### src/rtl/cpu_pkg.sv
// Shared opcodes, instruction field positions and FSM state encodings for the
// bit-serial execution core.
package cpu_pkg;

  localparam logic [3:0] OP_NOP  = 4'd0;
  localparam logic [3:0] OP_LDI  = 4'd1;
  localparam logic [3:0] OP_ADD  = 4'd2;
  localparam logic [3:0] OP_SUB  = 4'd3;
  localparam logic [3:0] OP_AND  = 4'd4;
  localparam logic [3:0] OP_OR   = 4'd5;
  localparam logic [3:0] OP_XOR  = 4'd6;
  localparam logic [3:0] OP_SHL  = 4'd7;
  localparam logic [3:0] OP_OUT  = 4'd8;
  localparam logic [3:0] OP_ADDI = 4'd9;

  localparam int RD_LSB  = 0;
  localparam int RD_MSB  = 1;
  localparam int RS1_LSB = 2;
  localparam int RS1_MSB = 3;
  localparam int RS2_LSB = 4;
  localparam int RS2_MSB = 5;
  localparam int IMM_LSB = 4;
  localparam int IMM_MSB = 11;

  typedef enum logic [1:0] {
    IDLE = 2'd0,
    EXEC = 2'd1,
    WB   = 2'd2
  } state_t;

  // Opcodes whose result lands in R[rd].
  function automatic logic op_writes_rf(input logic [3:0] op);
    return ((op >= OP_LDI) && (op <= OP_SHL)) || (op == OP_ADDI);
  endfunction

  // Opcodes that update flags at all (NOP and illegal codes hold them).
  function automatic logic op_sets_flags(input logic [3:0] op);
    return (op >= OP_LDI) && (op <= OP_ADDI);
  endfunction

  // Opcodes whose final carry is meaningful; the rest clear flag_c.
  function automatic logic op_keeps_carry(input logic [3:0] op);
    return (op == OP_ADD) || (op == OP_SUB) || (op == OP_SHL) || (op == OP_ADDI);
  endfunction

endpackage

### src/rtl/serial_alu.sv
// One-bit ALU slice. For SHL the carry chain doubles as the "previous a bit"
// register, so the shifted-in bit is carry_in and carry_out is the current a.
module serial_alu
  import cpu_pkg::*;
(
  input  logic       a,
  input  logic       b,
  input  logic [3:0] op,
  input  logic       carry_in,
  output logic       res_bit,
  output logic       carry_out
);

  // Per-bit result and carry for every opcode; SUB uses the inverted b with
  // the carry pre-set to 1 by the core.
  always_comb begin
    res_bit   = 1'b0;
    carry_out = 1'b0;
    case (op)
      OP_LDI: res_bit = b;
      OP_ADD, OP_ADDI: begin
        res_bit   = a ^ b ^ carry_in;
        carry_out = (a & b) | (a & carry_in) | (b & carry_in);
      end
      OP_SUB: begin
        res_bit   = a ^ ~b ^ carry_in;
        carry_out = (a & ~b) | (a & carry_in) | (~b & carry_in);
      end
      OP_AND: res_bit = a & b;
      OP_OR:  res_bit = a | b;
      OP_XOR: res_bit = a ^ b;
      OP_SHL: begin
        res_bit   = carry_in;
        carry_out = a;
      end
      OP_OUT: res_bit = a;
      default: begin
        res_bit   = 1'b0;
        carry_out = 1'b0;
      end
    endcase
  end

endmodule

### src/rtl/serial_exec_core.sv
// Bit-serial execution core: latches one instruction per start pulse, runs it
// LSB-first over WIDTH cycles against a 4-entry register file, then commits
// the result, the LED register and the carry/zero flags in a single cycle.
module serial_exec_core
  import cpu_pkg::*;
#(
  parameter int WIDTH = 8
) (
  input  logic        clk,
  input  logic        rst,
  input  logic        start,
  input  logic [3:0]  opcode,
  input  logic [11:0] instr,
  output logic        busy,
  output logic        done,
  output logic [7:0]  out,
  output logic        flag_c,
  output logic        flag_z
);

  localparam int CNT_W = (WIDTH > 1) ? $clog2(WIDTH) : 1;

  state_t             r_state;
  state_t             w_state_nxt;
  logic [3:0]         r_op;
  logic [1:0]         r_rd;
  logic [WIDTH-1:0]   r_op_a;
  logic [WIDTH-1:0]   r_op_b;
  logic [WIDTH-1:0]   r_res;
  logic               r_carry;
  logic               r_zacc;
  logic [CNT_W-1:0]   r_cnt;
  logic [WIDTH-1:0]   r_rf [4];
  logic [7:0]         r_out;
  logic               r_flag_c;
  logic               r_flag_z;

  logic [1:0]         w_rd;
  logic [1:0]         w_rs1;
  logic [1:0]         w_rs2;
  logic [7:0]         w_imm;
  logic               w_res_bit;
  logic               w_carry_out;
  logic               w_last;

  assign w_rd   = instr[RD_MSB:RD_LSB];
  assign w_rs1  = instr[RS1_MSB:RS1_LSB];
  assign w_rs2  = instr[RS2_MSB:RS2_LSB];
  assign w_imm  = instr[IMM_MSB:IMM_LSB];
  assign w_last = (r_cnt == CNT_W'(WIDTH - 1));

  assign busy   = (r_state != IDLE);
  assign done   = (r_state == WB);
  assign out    = r_out;
  assign flag_c = r_flag_c;
  assign flag_z = r_flag_z;

  serial_alu u_alu (
    .a         (r_op_a[0]),
    .b         (r_op_b[0]),
    .op        (r_op),
    .carry_in  (r_carry),
    .res_bit   (w_res_bit),
    .carry_out (w_carry_out)
  );

  // State register.
  always_ff @(posedge clk or posedge rst) begin
    if (rst) r_state <= IDLE;
    else     r_state <= w_state_nxt;
  end

  // Next state: starts arriving outside IDLE are simply not looked at.
  always_comb begin
    w_state_nxt = r_state;
    case (r_state)
      IDLE:    if (start) w_state_nxt = EXEC;
      EXEC:    if (w_last) w_state_nxt = WB;
      WB:      w_state_nxt = IDLE;
      default: w_state_nxt = IDLE;
    endcase
  end

  // Operand capture, per-bit execution and commit; operands are copied at
  // start so rd may alias rs1/rs2 and the register file only changes in WB.
  always_ff @(posedge clk or posedge rst) begin
    if (rst) begin
      r_op     <= OP_NOP;
      r_rd     <= '0;
      r_op_a   <= '0;
      r_op_b   <= '0;
      r_res    <= '0;
      r_carry  <= 1'b0;
      r_zacc   <= 1'b0;
      r_cnt    <= '0;
      r_out    <= '0;
      r_flag_c <= 1'b0;
      r_flag_z <= 1'b0;
      for (int i = 0; i < 4; i++) r_rf[i] <= '0;
    end else begin
      case (r_state)
        IDLE: begin
          if (start) begin
            r_op    <= opcode;
            r_rd    <= w_rd;
            r_op_a  <= (opcode == OP_ADDI) ? r_rf[w_rd] : r_rf[w_rs1];
            r_op_b  <= ((opcode == OP_LDI) || (opcode == OP_ADDI)) ? WIDTH'(w_imm)
                                                                   : r_rf[w_rs2];
            r_res   <= '0;
            r_carry <= (opcode == OP_SUB);
            r_zacc  <= 1'b1;
            r_cnt   <= '0;
          end
        end
        EXEC: begin
          r_res   <= {w_res_bit, r_res[WIDTH-1:1]};
          r_op_a  <= r_op_a >> 1;
          r_op_b  <= r_op_b >> 1;
          r_carry <= w_carry_out;
          r_zacc  <= r_zacc & ~w_res_bit;
          r_cnt   <= r_cnt + CNT_W'(1);
        end
        WB: begin
          if (op_writes_rf(r_op)) r_rf[r_rd] <= r_res;
          if (r_op == OP_OUT) r_out <= r_res[7:0];
          if (op_sets_flags(r_op)) begin
            r_flag_z <= r_zacc;
            r_flag_c <= op_keeps_carry(r_op) ? r_carry : 1'b0;
          end
        end
        default: ;
      endcase
    end
  end

endmodule
### config.mk
export PLATFORM = sky130hd
export DESIGN_NAME = serial_exec_core
export DESIGN_NICKNAME = d
export VERILOG_FILES = /design/src/rtl/cpu_pkg.sv /design/src/rtl/serial_alu.sv /design/src/rtl/serial_exec_core.sv
export SDC_FILE = /design/constraint.sdc
export NUM_CORES = 1
export LEC_CHECK = 0
export ABC_AREA = 1
export CORE_MARGIN = 10
export CORE_UTILIZATION = 40
export CTS_CLUSTER_DIAMETER = 150
export DETAILED_ROUTE_END_ITERATION = 7
export GPL_TIMING_DRIVEN = 0
export PLACE_DENSITY_LB_ADDON = 0.15
export SLEW_MARGIN = 0
export SYNTH_ARGS = -nofsm -noshare
export SYNTH_HDL_FRONTEND = slang
export SYNTH_SLANG_ARGS = --single-unit
### constraint.sdc
create_clock -name clk -period 3.02 [get_ports clk]
set_input_delay 0.453 -clock clk [delete_from_list [all_inputs] [get_ports clk]]
set_output_delay 0.453 -clock clk [all_outputs]
set_load 0.02 [all_outputs]
==> out/metrics.yaml, run 1 <==
clock_network:
  post-cts-setup-buffers: 0
  cts_tree: "yes"
  clockRootBuffer: "clkbuf_8"
  clockBufferDepth: 2
  clock_latency_ns: 0.36
  cts_made_buffers: 9
  cts_resized: 0
  hold_buffers: 0
  clock_sinks: 79
  h-tree-depth: 3
  clk_pin_slew_ns: 0.09
sta:
  report.final.hold_viol_count: 0
  setup_viol: 0
  rsz0062_at_grt: "false"
  hold_slack_ns: 0.424
  skew_ns: 0.00926
  max_freq_ghz: 0.469
  finalMaxSlewViolations: 0
  finalCritPeriodShare_pct: 70.6
  slew_headroom_pct: 51.5
  fin_ws_ns: 0.887
  tightest_slew_ns: 0.724
  period_needed_ns: 2.13
cells_and_area:
  n_antenna_cell: 0
  drive_gt1_share_pct: 9.15
  stdcell_count: 704
  final_net_count: 587
  final_common_cell: "o21ai_0"
  layout_common_cells: "o21ai_0, nand2_1, dfrtp_1"
  area_growth_pct: 15.0
  final_area_mm2: 0.00485
worst_setup_path:
  cp_top_family: "buffers and inverters"
  timing.rr.end: "r_res[7]"
  cp_cell_sequence: "inv_1, nand2_2, inv_1, clkdlybuf4s50_1"
  crit_type: "reg -> out"
  crit_top_cell: "inv_1"
  crit_arrival_ns: 1.68
  worstSetupStartpoint: "r_state[0]"
  cp-start-kind: "register"
  rr_startpoint: "r_op_a[0]"
  cp_max_fo: 5
  cp.buffers_inverters: 3
  crit_slowest_cell: "clkdlybuf4s50_1"
  r2r_slack_ns: 1.35
  worstPathRequired_ns: 2.57
  slowest_delay_ns: 0.61
  cp-end-kind: "primary output"
  r2r_cells: 11
yosys:
  syn-num-nets: 550
  yosysSeqAreaShare_pct: 46.9
  avgSynthCellArea_um2: 8.01
  netlist_instances: 526
  syn_area_mm2: 0.00422
  synthDistinctLibCells: 29
  synth_seq_cells: 79
  ys_warn_count: 0
placement:
  dpl-instance-area_mm2: 0.00467
  post-dp-hpwl_mm: 9.32
  dp.cells: 688
  place.gp.congestion: 0.891
  dpl_worst_slack_ns: 0.625
  port_buffers: 25
floorplan:
  dieArea_mm2: 0.0150
  core.rowCount: 37
  initial_core_util_pct: 41.0
  core_mm2: 0.0103
  die_w_um: 123
  fp.dieH_um: 123
  io_pins: 31
pwr:
  finalPower_mw: 3.47
  ir_worst_vdd_v: 0.000265
  p_per_area_mw_per_mm2: 716
  p_leak_nw: 2.16
global_route:
  track_usage_pct: 17.5
  grt_pass1_vias: 3536
  antenna_found_initial: 0
  grt_pass1_wl_mm: 20.3
  grt-ovfl-total: 0
  grt_max_degree: 54
routing:
  drt_iter0_markers: 381
  drt_wl_total_mm: 12.5
  drcViolationCount: 0
  ant_nets: 0
  vias_per_cell: 5.40
  wire_per_inst_um: 17.8
  via_count: 3804
  drtPass1Iterations: 5
flow_run:
  max_cap_viol_count: 0
min_path:
  hold_class: "in -> async"
run_status:
  status: "complete, no violations"
how the worst max path moves through the flow:
stage | depth (start not counted) | endpoint | slack [ns]
after detailed placement | 7 | r_op_a[1] | 0.63
after global routing | 4 | done | 0.79
after CTS | 4 | done | 0.87
final | 4 | done | 0.89
after global placement | 2 | out[7] | -0.86
after floorplan | 1 | flag_c | 0.54
layout make-up:
type                    instances  area, um2
flip-flops and latches         79       1980
plain buffers                  25        139
repair buffers                 26        278
inverters                      71        269
clock buffers                   9        124
well taps                     136        170
fillers                      1053       5430
multi-input cells             351       1830
clock inverters                 7       56.3
synth_stat cells:
cell	n	area share (%)
o21ai_0	93	11
nand2_1	90	8.0
dfrtp_1	79	47
inv_1	68	6.1
a21oi_1	52	6.2
nand3_1	41	4.9
nor2_1	18	1.6
a22oi_1	14	2.5
buf_2	12	1.4
clkbuf_1	9	0.80
o21ai_2	8	1.7
o22ai_1	7	1.0
o211ai_1	6	1.1
ha_1	5	1.5
buf_6	4	1.1
nor3_4	4	1.5
a22o_1	2	0.42
clkinv_1	2	0.18
nor3_1	2	0.24
a21oi_4	1	0.39
inv_2	1	0.089
nand2_2	1	0.15
nand2_4	1	0.27
nand4_1	1	0.15
nor2_2	1	0.15
nor3_2	1	0.24
o2111ai_1	1	0.21
o21ai_1	1	0.12
o21bai_1	1	0.18
per-stage QoR:
step                      TNS, ns  util [%]
after floorplan                 0         -
after global placement     -67.29      45.1
after detailed placement        0      45.4
after CTS                       0      47.2
after global routing            0      47.2
final                           0      47.2
flip-flops by register name, indices dropped and copies added, names as in the netlist:
register and count:
r_carry 1, out 8, r_rf 32, r_op_a 8, r_cnt 3, r_res 8
flag_c 1, r_op_b 8, r_op 4, r_state 2, flag_z 1, r_rd 2
r_zacc 1
where the power goes:
group	switching (mW)	internal, mW	total, mW
Sequential	0.267	1.31	1.58
Clock	0.442	0.307	0.749
Combinational	0.742	0.401	1.14
kinds of logic after synthesis:
kind of cell | count (synthesis) | share of synthesized area (%)
compound gates | 186 | 24.8
simple gates | 160 | 17.2
buf+inv | 96 | 9.62
flops | 79 | 46.9
fa+ha+maj | 5 | 1.48
per-layer routing:
metal	vias to the layer above	GRT usage, %	share of wire (%)
met2	91	26.1	45
met4	0	5.67	1.6
li1	1860	-	-
met3	19	4.04	5.6
met5	-	0	0
met1	1834	24.4	47
Note: power is estimated with default switching activity, not from simulation.
==> run 2, diff against run 1 <==
==> constraint.sdc (replaced) <==
create_clock -name clk -period 1.8 [get_ports clk]
set_input_delay 0.27 -clock clk [delete_from_list [all_inputs] [get_ports clk]]
set_output_delay 0.27 -clock clk [all_outputs]
set_load 0.02 [all_outputs]
==> run 2 against run 1 <==
Non-clock buffer count grew 1. Sequential share of layout area shrank 0.26 points. Power grew 70%. Hold slack lost 0.26 ns. Worst setup slack lost 0.78 ns. Critical path depth is the same. Largest power group unchanged. Highest routed layer unchanged.
==> out/metrics.yaml, run 2 (synthesized netlist as in run 1, its figures left out) <==
global_route:
  grt_max_degree: 40  # was 54
  grt-ovfl-total: 0  # unchanged
  grt_pass1_vias: 3629  # was 3536
  grt_pass1_wl_mm: 20.1  # was 20.3 mm
  track_usage_pct: 17.3  # was 17.5%
  antenna_found_initial: 0  # unchanged
cells_and_area:
  multi_input_area_mm2: 0.00184  # was 0.00183 mm2
  final_net_count: 588  # was 587
  n_antenna_cell: 0  # unchanged
  max_flop_register: "r_rf"  # unchanged
  final_area_mm2: 0.00488  # was 0.00485 mm2
  area_growth_pct: 15.7  # was 15.0%
  drive_gt1_share_pct: 9.31  # was 9.15%
  fillers: 1048  # was 1053
  post-route-util_pct: 47.5  # was 47.2%
  largest_reg_flops: 32  # unchanged
  stdcell_count: 705  # was 704
  final_common_cell: "o21ai_0"  # unchanged
  seqCellArea_mm2: 0.00198  # unchanged
  layout_common_cells: "o21ai_0, nand2_1, dfrtp_1"  # unchanged
clock_network:
  hold_buffers: 0  # unchanged
  h-tree-depth: 3  # unchanged
  cts_made_buffers: 9  # unchanged
  clockRootBuffer: "clkbuf_8"  # unchanged
  clock_sinks: 79  # unchanged
  clock_latency_ns: 0.37  # was 0.36 ns
  clockBufferDepth: 2  # unchanged
  cts_tree: "yes"  # unchanged
  clk_pin_slew_ns: 0.09  # about the same
flow_run:
  max_cap_viol_count: 0  # unchanged
placement:
  dpl-instance-area_mm2: 0.00468  # was 0.00467 mm2
  dp.cells: 689  # was 688
  dpl_worst_slack_ns: -0.338  # was 0.625 ns
  place.gp.congestion: 0.917  # was 0.891
  port_buffers: 25  # unchanged
  post-dp-hpwl_mm: 9.24  # was 9.32 mm
pwr:
  switchingPower_mw: 2.43  # was 1.45 mW
  finalPower_mw: 5.89  # was 3.47 mW
  pwr-share-clk_pct: 22.4  # was 21.6%
  swShare_pct: 41.3  # was 41.8%
  p_leak_nw: 2.19  # was 2.16 nW
  p_comb_share_pct: 32.4  # was 32.9%
  intPower_mw: 3.46  # was 2.02 mW
  ir_worst_vdd_v: 0.000474  # was 0.000265 V
  pwr-share-seq_pct: 45.2  # was 45.5%
  p_per_area_mw_per_mm2: 1210  # was 716 mW/mm2
sta:
  fin_ws_ns: 0.104  # was 0.887 ns
  setup_viol: 0  # unchanged
  finalMaxSlewViolations: 0  # unchanged
  hold_slack_ns: 0.162  # was 0.424 ns
  rsz0062_at_grt: "true"  # was false
  report.final.hold_viol_count: 0  # unchanged
  final.setup.tns_ns: 0  # unchanged
  skew_ns: 0.0125  # was 0.00926 ns
  period_needed_ns: 1.70
  finalCritPeriodShare_pct: 94.2
  slew_headroom_pct: 61.8  # was 51.5%
  tightest_slew_ns: 0.573  # was 0.724 ns
  max_freq_ghz: 0.590
floorplan:
  dieArea_mm2: 0.0150  # unchanged
  io_pins: 31  # unchanged
  fp.dieH_um: 123  # unchanged
  core.rowCount: 37  # unchanged
  die_w_um: 123  # unchanged
  core_mm2: 0.0103  # unchanged
  initial_core_util_pct: 41.0  # unchanged
routing:
  drcViolationCount: 0  # unchanged
  wire_per_inst_um: 17.6  # was 17.8 um
  via_count: 3748  # was 3804
  drt_iter0_markers: 268  # was 381
  vias_per_cell: 5.32  # was 5.40
  drt_wl_total_mm: 12.4  # was 12.5 mm
  drtPass1Iterations: 5  # unchanged
  ant_nets: 0  # unchanged
run_status:
  status: "complete, no violations"  # unchanged
worst_setup_path:
  worstPathRequired_ns: 1.53  # was 2.57 ns
  r2r_cells: 11  # unchanged
  cp-start-kind: "register"  # unchanged
  rr_startpoint: "r_op_a[0]"  # unchanged
  crit_arrival_ns: 1.43  # was 1.68 ns
  crit_type: "reg -> out"  # unchanged
  timing.rr.end: "r_res[7]"  # unchanged
  cp_max_fo: 5  # unchanged
  cp-end-kind: "primary output"  # unchanged
  r2r_slack_ns: 0.16  # was 1.35 ns
min_path:
  hold_class: "in -> async"  # unchanged
[run 2: worst max-delay path by stage]
stage	from	endpoint	slack, ns	cells past startpoint
floorplan	r_op[1]	r_rf[9]	0.43	5
global placement	opcode[0]	r_op_a[2]	-0.35	7
detailed placement	opcode[0]	r_op_a[2]	-0.34	7
CTS	r_state[1]	busy	0.008	3
global route	r_op[3]	out[0]	-0.01	6
finish	r_state[0]	done	0.10	4
[run 2: timing repair]
action / CTS / global route
endpoints found under the hold margin: 0 / 0
setup buffers: 0 / 0
gates resized for setup: 1 / 2
setup endpoints to repair: 1 / 12
[run 2: final cells by class]
| class | count | share of cell area, % |
|---|---|---|
| plain buffers | 25 | 2.85 |
| clock buffers | 11 | 3.10 |
| clock inverters | 5 | 0.795 |
| inverters | 71 | 5.54 |
| multi-input cells | 351 | 37.7 |
| flip-flops and latches | 79 | 40.5 |
| well taps | 136 | 3.49 |
| repair buffers | 27 | 5.98 |
[run 2: worst max-delay path, cell delays in order, from the launching register on]
cell and delay [ns]:
dfrtp_1 0.37, inv_1 0.11, nand2_2 0.13, inv_1 0.10, dlygate4sd2_1 0.34
[run 2: layer usage]
metal | track usage (%) | vias to the layer above | share of wire (%)
met5 | 0 | - | 0
met4 | 6.92 | 0 | 2.1
met3 | 3.17 | 19 | 4.6
met2 | 25.8 | 82 | 45
met1 | 24.2 | 1793 | 48
li1 | - | 1854 | -
[run 2: power by group through the flow]
stage	registers (mW)	logic (mW)	clock network, mW
after detailed placement	2.69	1.91	0
final	2.66	1.91	1.32
after floorplan	2.56	1.34	0
after global routing	2.72	2.18	1.42
after CTS	2.66	1.93	1.34
after global placement	2.68	1.88	0
==> run 3, diff against run 2 <==
--- a/config.mk
+++ b/config.mk
@@ -12,6 +12,7 @@
 export DETAILED_ROUTE_END_ITERATION = 7
 export GPL_TIMING_DRIVEN = 0
 export PLACE_DENSITY_LB_ADDON = 0.15
+export REMOVE_ABC_BUFFERS = 1
 export SLEW_MARGIN = 0
 export SYNTH_ARGS = -nofsm -noshare
 export SYNTH_HDL_FRONTEND = slang
==> run 3 against run 2 <==
Register-to-register slack got worse by 0.05 ns. Die area is the same. Final area up 2.3%. Fmax is 0.75% lower. Critical endpoint unchanged. Cell count is 0.99% lower. Non-clock buffer count is 9 lower. Utilization increased by 1.1 points. Global-route usage shrank 1.2 points. Clock-buffer cell count shrank 2. Critical path type unchanged. Clock power increased by 17%. Sequential power about the same.
==> out/metrics.yaml, run 3 (synthesized netlist as in run 1, its figures left out) <==
sta:
  finalCritPeriodShare_pct: 95.0  # was 94.2%
  report.final.hold_viol_count: 0  # unchanged
  finalMaxSlewViolations: 0  # unchanged
  fin_ws_ns: 0.0909  # was 0.104 ns
  rsz0062_at_grt: "true"  # unchanged
  max_freq_ghz: 0.585  # was 0.590 GHz
  slew_headroom_pct: 55.8  # was 61.8%
  skew_ns: 0.0144  # was 0.0125 ns
  tightest_slew_ns: 0.662  # was 0.573 ns
  setup_viol: 0  # unchanged
  period_needed_ns: 1.71  # was 1.70 ns
clock_network:
  clk_pin_slew_ns: 0.10  # was 0.09 ns
  clock_sinks: 79  # unchanged
  cts_made_buffers: 9  # unchanged
  hold_buffers: 0  # unchanged
  h-tree-depth: 3  # unchanged
  clockRootBuffer: "clkbuf_8"  # unchanged
  cts_tree: "yes"  # unchanged
  clockBufferDepth: 2  # unchanged
  clock_latency_ns: 0.37  # about the same
pwr:
  p_leak_nw: 2.23  # was 2.19 nW
  finalPower_mw: 6.19  # was 5.89 mW
  p_per_area_mw_per_mm2: 1240  # was 1210 mW/mm2
  ir_worst_vdd_v: 0.000433  # was 0.000474 V
global_route:
  track_usage_pct: 16.1  # was 17.3%
  antenna_found_initial: 0  # unchanged
  grt_pass1_wl_mm: 18.9  # was 20.1 mm
  use_met1_pct: 20.7  # was 24.2%
  grt_max_degree: 58  # was 40
  grt-ovfl-total: 0  # unchanged
  grt.met3_usage_pct: 2.62  # was 3.17%
  grt_use_met2_pct: 25.8  # about the same
  grt-busiest-layer: "met2"  # unchanged
  grt_pass1_vias: 3584  # was 3629
worst_setup_path:
  cp-start-kind: "register"  # unchanged
  worstPathRequired_ns: 1.53  # about the same
  crit_type: "reg -> out"  # unchanged
  cp-end-kind: "primary output"  # unchanged
  r2r_slack_ns: 0.11  # was 0.16 ns
  crit_arrival_ns: 1.44  # was 1.43 ns
  cp_max_fo: 5  # unchanged
cells_and_area:
  post-route-util_pct: 48.6  # was 47.5%
  area_growth_pct: 18.4  # was 15.7%
  fillers: 1019  # was 1048
  largest_reg_flops: 32  # unchanged
  multi_input_area_mm2: 0.00188  # was 0.00184 mm2
  drive_gt1_share_pct: 10.3  # was 9.31%
  final_net_count: 581  # was 588
  max_flop_register: "r_rf"  # unchanged
  seqCellArea_mm2: 0.00198  # unchanged
  final_common_cell: "o21ai_0"  # unchanged
  layout_common_cells: "o21ai_0, nand2_1, dfrtp_1"  # unchanged
  n_antenna_cell: 0  # unchanged
routing:
  via_count: 3728  # was 3748
  wire_per_inst_um: 16.9  # was 17.6 um
  drt_iter0_markers: 319  # was 268
  ant_nets: 0  # unchanged
  drcViolationCount: 0  # unchanged
  drt_wl_total_mm: 11.8  # was 12.4 mm
  vias_per_cell: 5.34  # was 5.32
  drtPass1Iterations: 5  # unchanged
floorplan:
  fp.dieH_um: 123  # unchanged
  io_pins: 31  # unchanged
  initial_core_util_pct: 41.0  # unchanged
  die_w_um: 123  # unchanged
  core.rowCount: 37  # unchanged
  dieArea_mm2: 0.0150  # unchanged
  core_mm2: 0.0103  # unchanged
run_status:
  status: "complete, no violations"  # unchanged
placement:
  place.gp.congestion: 0.889  # was 0.917
  port_buffers: 30  # was 25
  post-dp-hpwl_mm: 7.94  # was 9.24 mm
  dpl_worst_slack_ns: -1.64  # was -0.338 ns
flow_run:
  max_cap_viol_count: 0  # unchanged
min_path:
  hold_class: "in -> async"  # unchanged
[run 3: changes by cell type in the layout (fill, tap and decap cells not counted), moves of 2 or more]
cell / before / now
buf_2: 12 / 0
clkbuf_1: 9 / 0
inv_1: 67 / 65
clkinvlp_4: 2 / 4
buf_6: 4 / 0
buf_4: 0 / 9
nor2_4: 0 / 3
clkinv_1: 2 / 0
dlygate4sd2_1: 1 / 3
bufinv_16: 0 / 2
clkbuf_8: 11 / 9
nor2_1: 18 / 16
[run 3: area by class of cell]
| cell class | instances | share of cell area [%] |
|---|---|---|
| Sequential cell | 79 | 39.6 |
| Multi-Input combinational cell | 352 | 37.6 |
| Timing Repair Buffer | 43 | 9.05 |
| Inverter | 71 | 5.62 |
| Tap cell | 136 | 3.41 |
| Clock buffer | 9 | 2.48 |
| Clock inverter | 7 | 2.06 |
| Timing Repair inverter | 1 | 0.150 |
[run 3: worst max-delay path, cell delays in order, from the launching register on]
cell	delay [ns]
dfrtp_1	0.39
inv_2	0.12
nand2_2	0.12
inv_1	0.10
dlygate4sd2_1	0.34
[run 3: worst paths after layout]
kind,startpoint,endpoint,depth (start not counted)
min reg2reg,r_zacc,flag_z,2
max,r_state[0],done,4
min,rst,r_op_a[5],2
max reg2reg,r_state[0],r_res[6],4
max in group asynchronous,rst,r_rd[0],3
min in group clk,r_zacc,flag_z,2
[run 3: power breakdown]
group | internal, mW | total, mW | switching (mW) | leakage (nW)
registers | 2.20 | 2.64 | 0.438 | 1.06
clock network | 0.801 | 1.54 | 0.743 | 0.116
logic | 0.728 | 2.00 | 1.28 | 1.05
total | 3.73 | 6.19 | 2.46 | 2.23
[run 3: routing by layer]
metal  wire (um)  part of all wire (%)  vias up
met2        5580                    47      106
met3         602                   5.1       19
met4         291                   2.5        0
li1            -                     -     1845
met5           0                     0        -
met1        5300                    45     1758
[run 3: through the flow]
| step | hold slack [ns] | TNS (ns) | instance area (um2) | instances |
|---|---|---|---|---|
| after floorplan | 0.391 | -44.40 | 4080 | 501 |
| after global placement | 0.465 | -191.19 | 4550 | 667 |
| after detailed placement | 0.469 | -38.98 | 4580 | 668 |
| after CTS | 0.230 | 0 | 4870 | 690 |
| after global routing | 0.247 | -0.188 | 4990 | 698 |
| final | 0.218 | 0 | 4990 | 698 |
[run 3: repair_timing]
action                                  in CTS  in global routing
endpoints found under the hold margin        0                  0
buffers inserted                             4                  8
resized for setup                           12                  8
endpoints found under the setup margin      34                 52
cloned                                       2                  0
pin swaps                                    2                  6
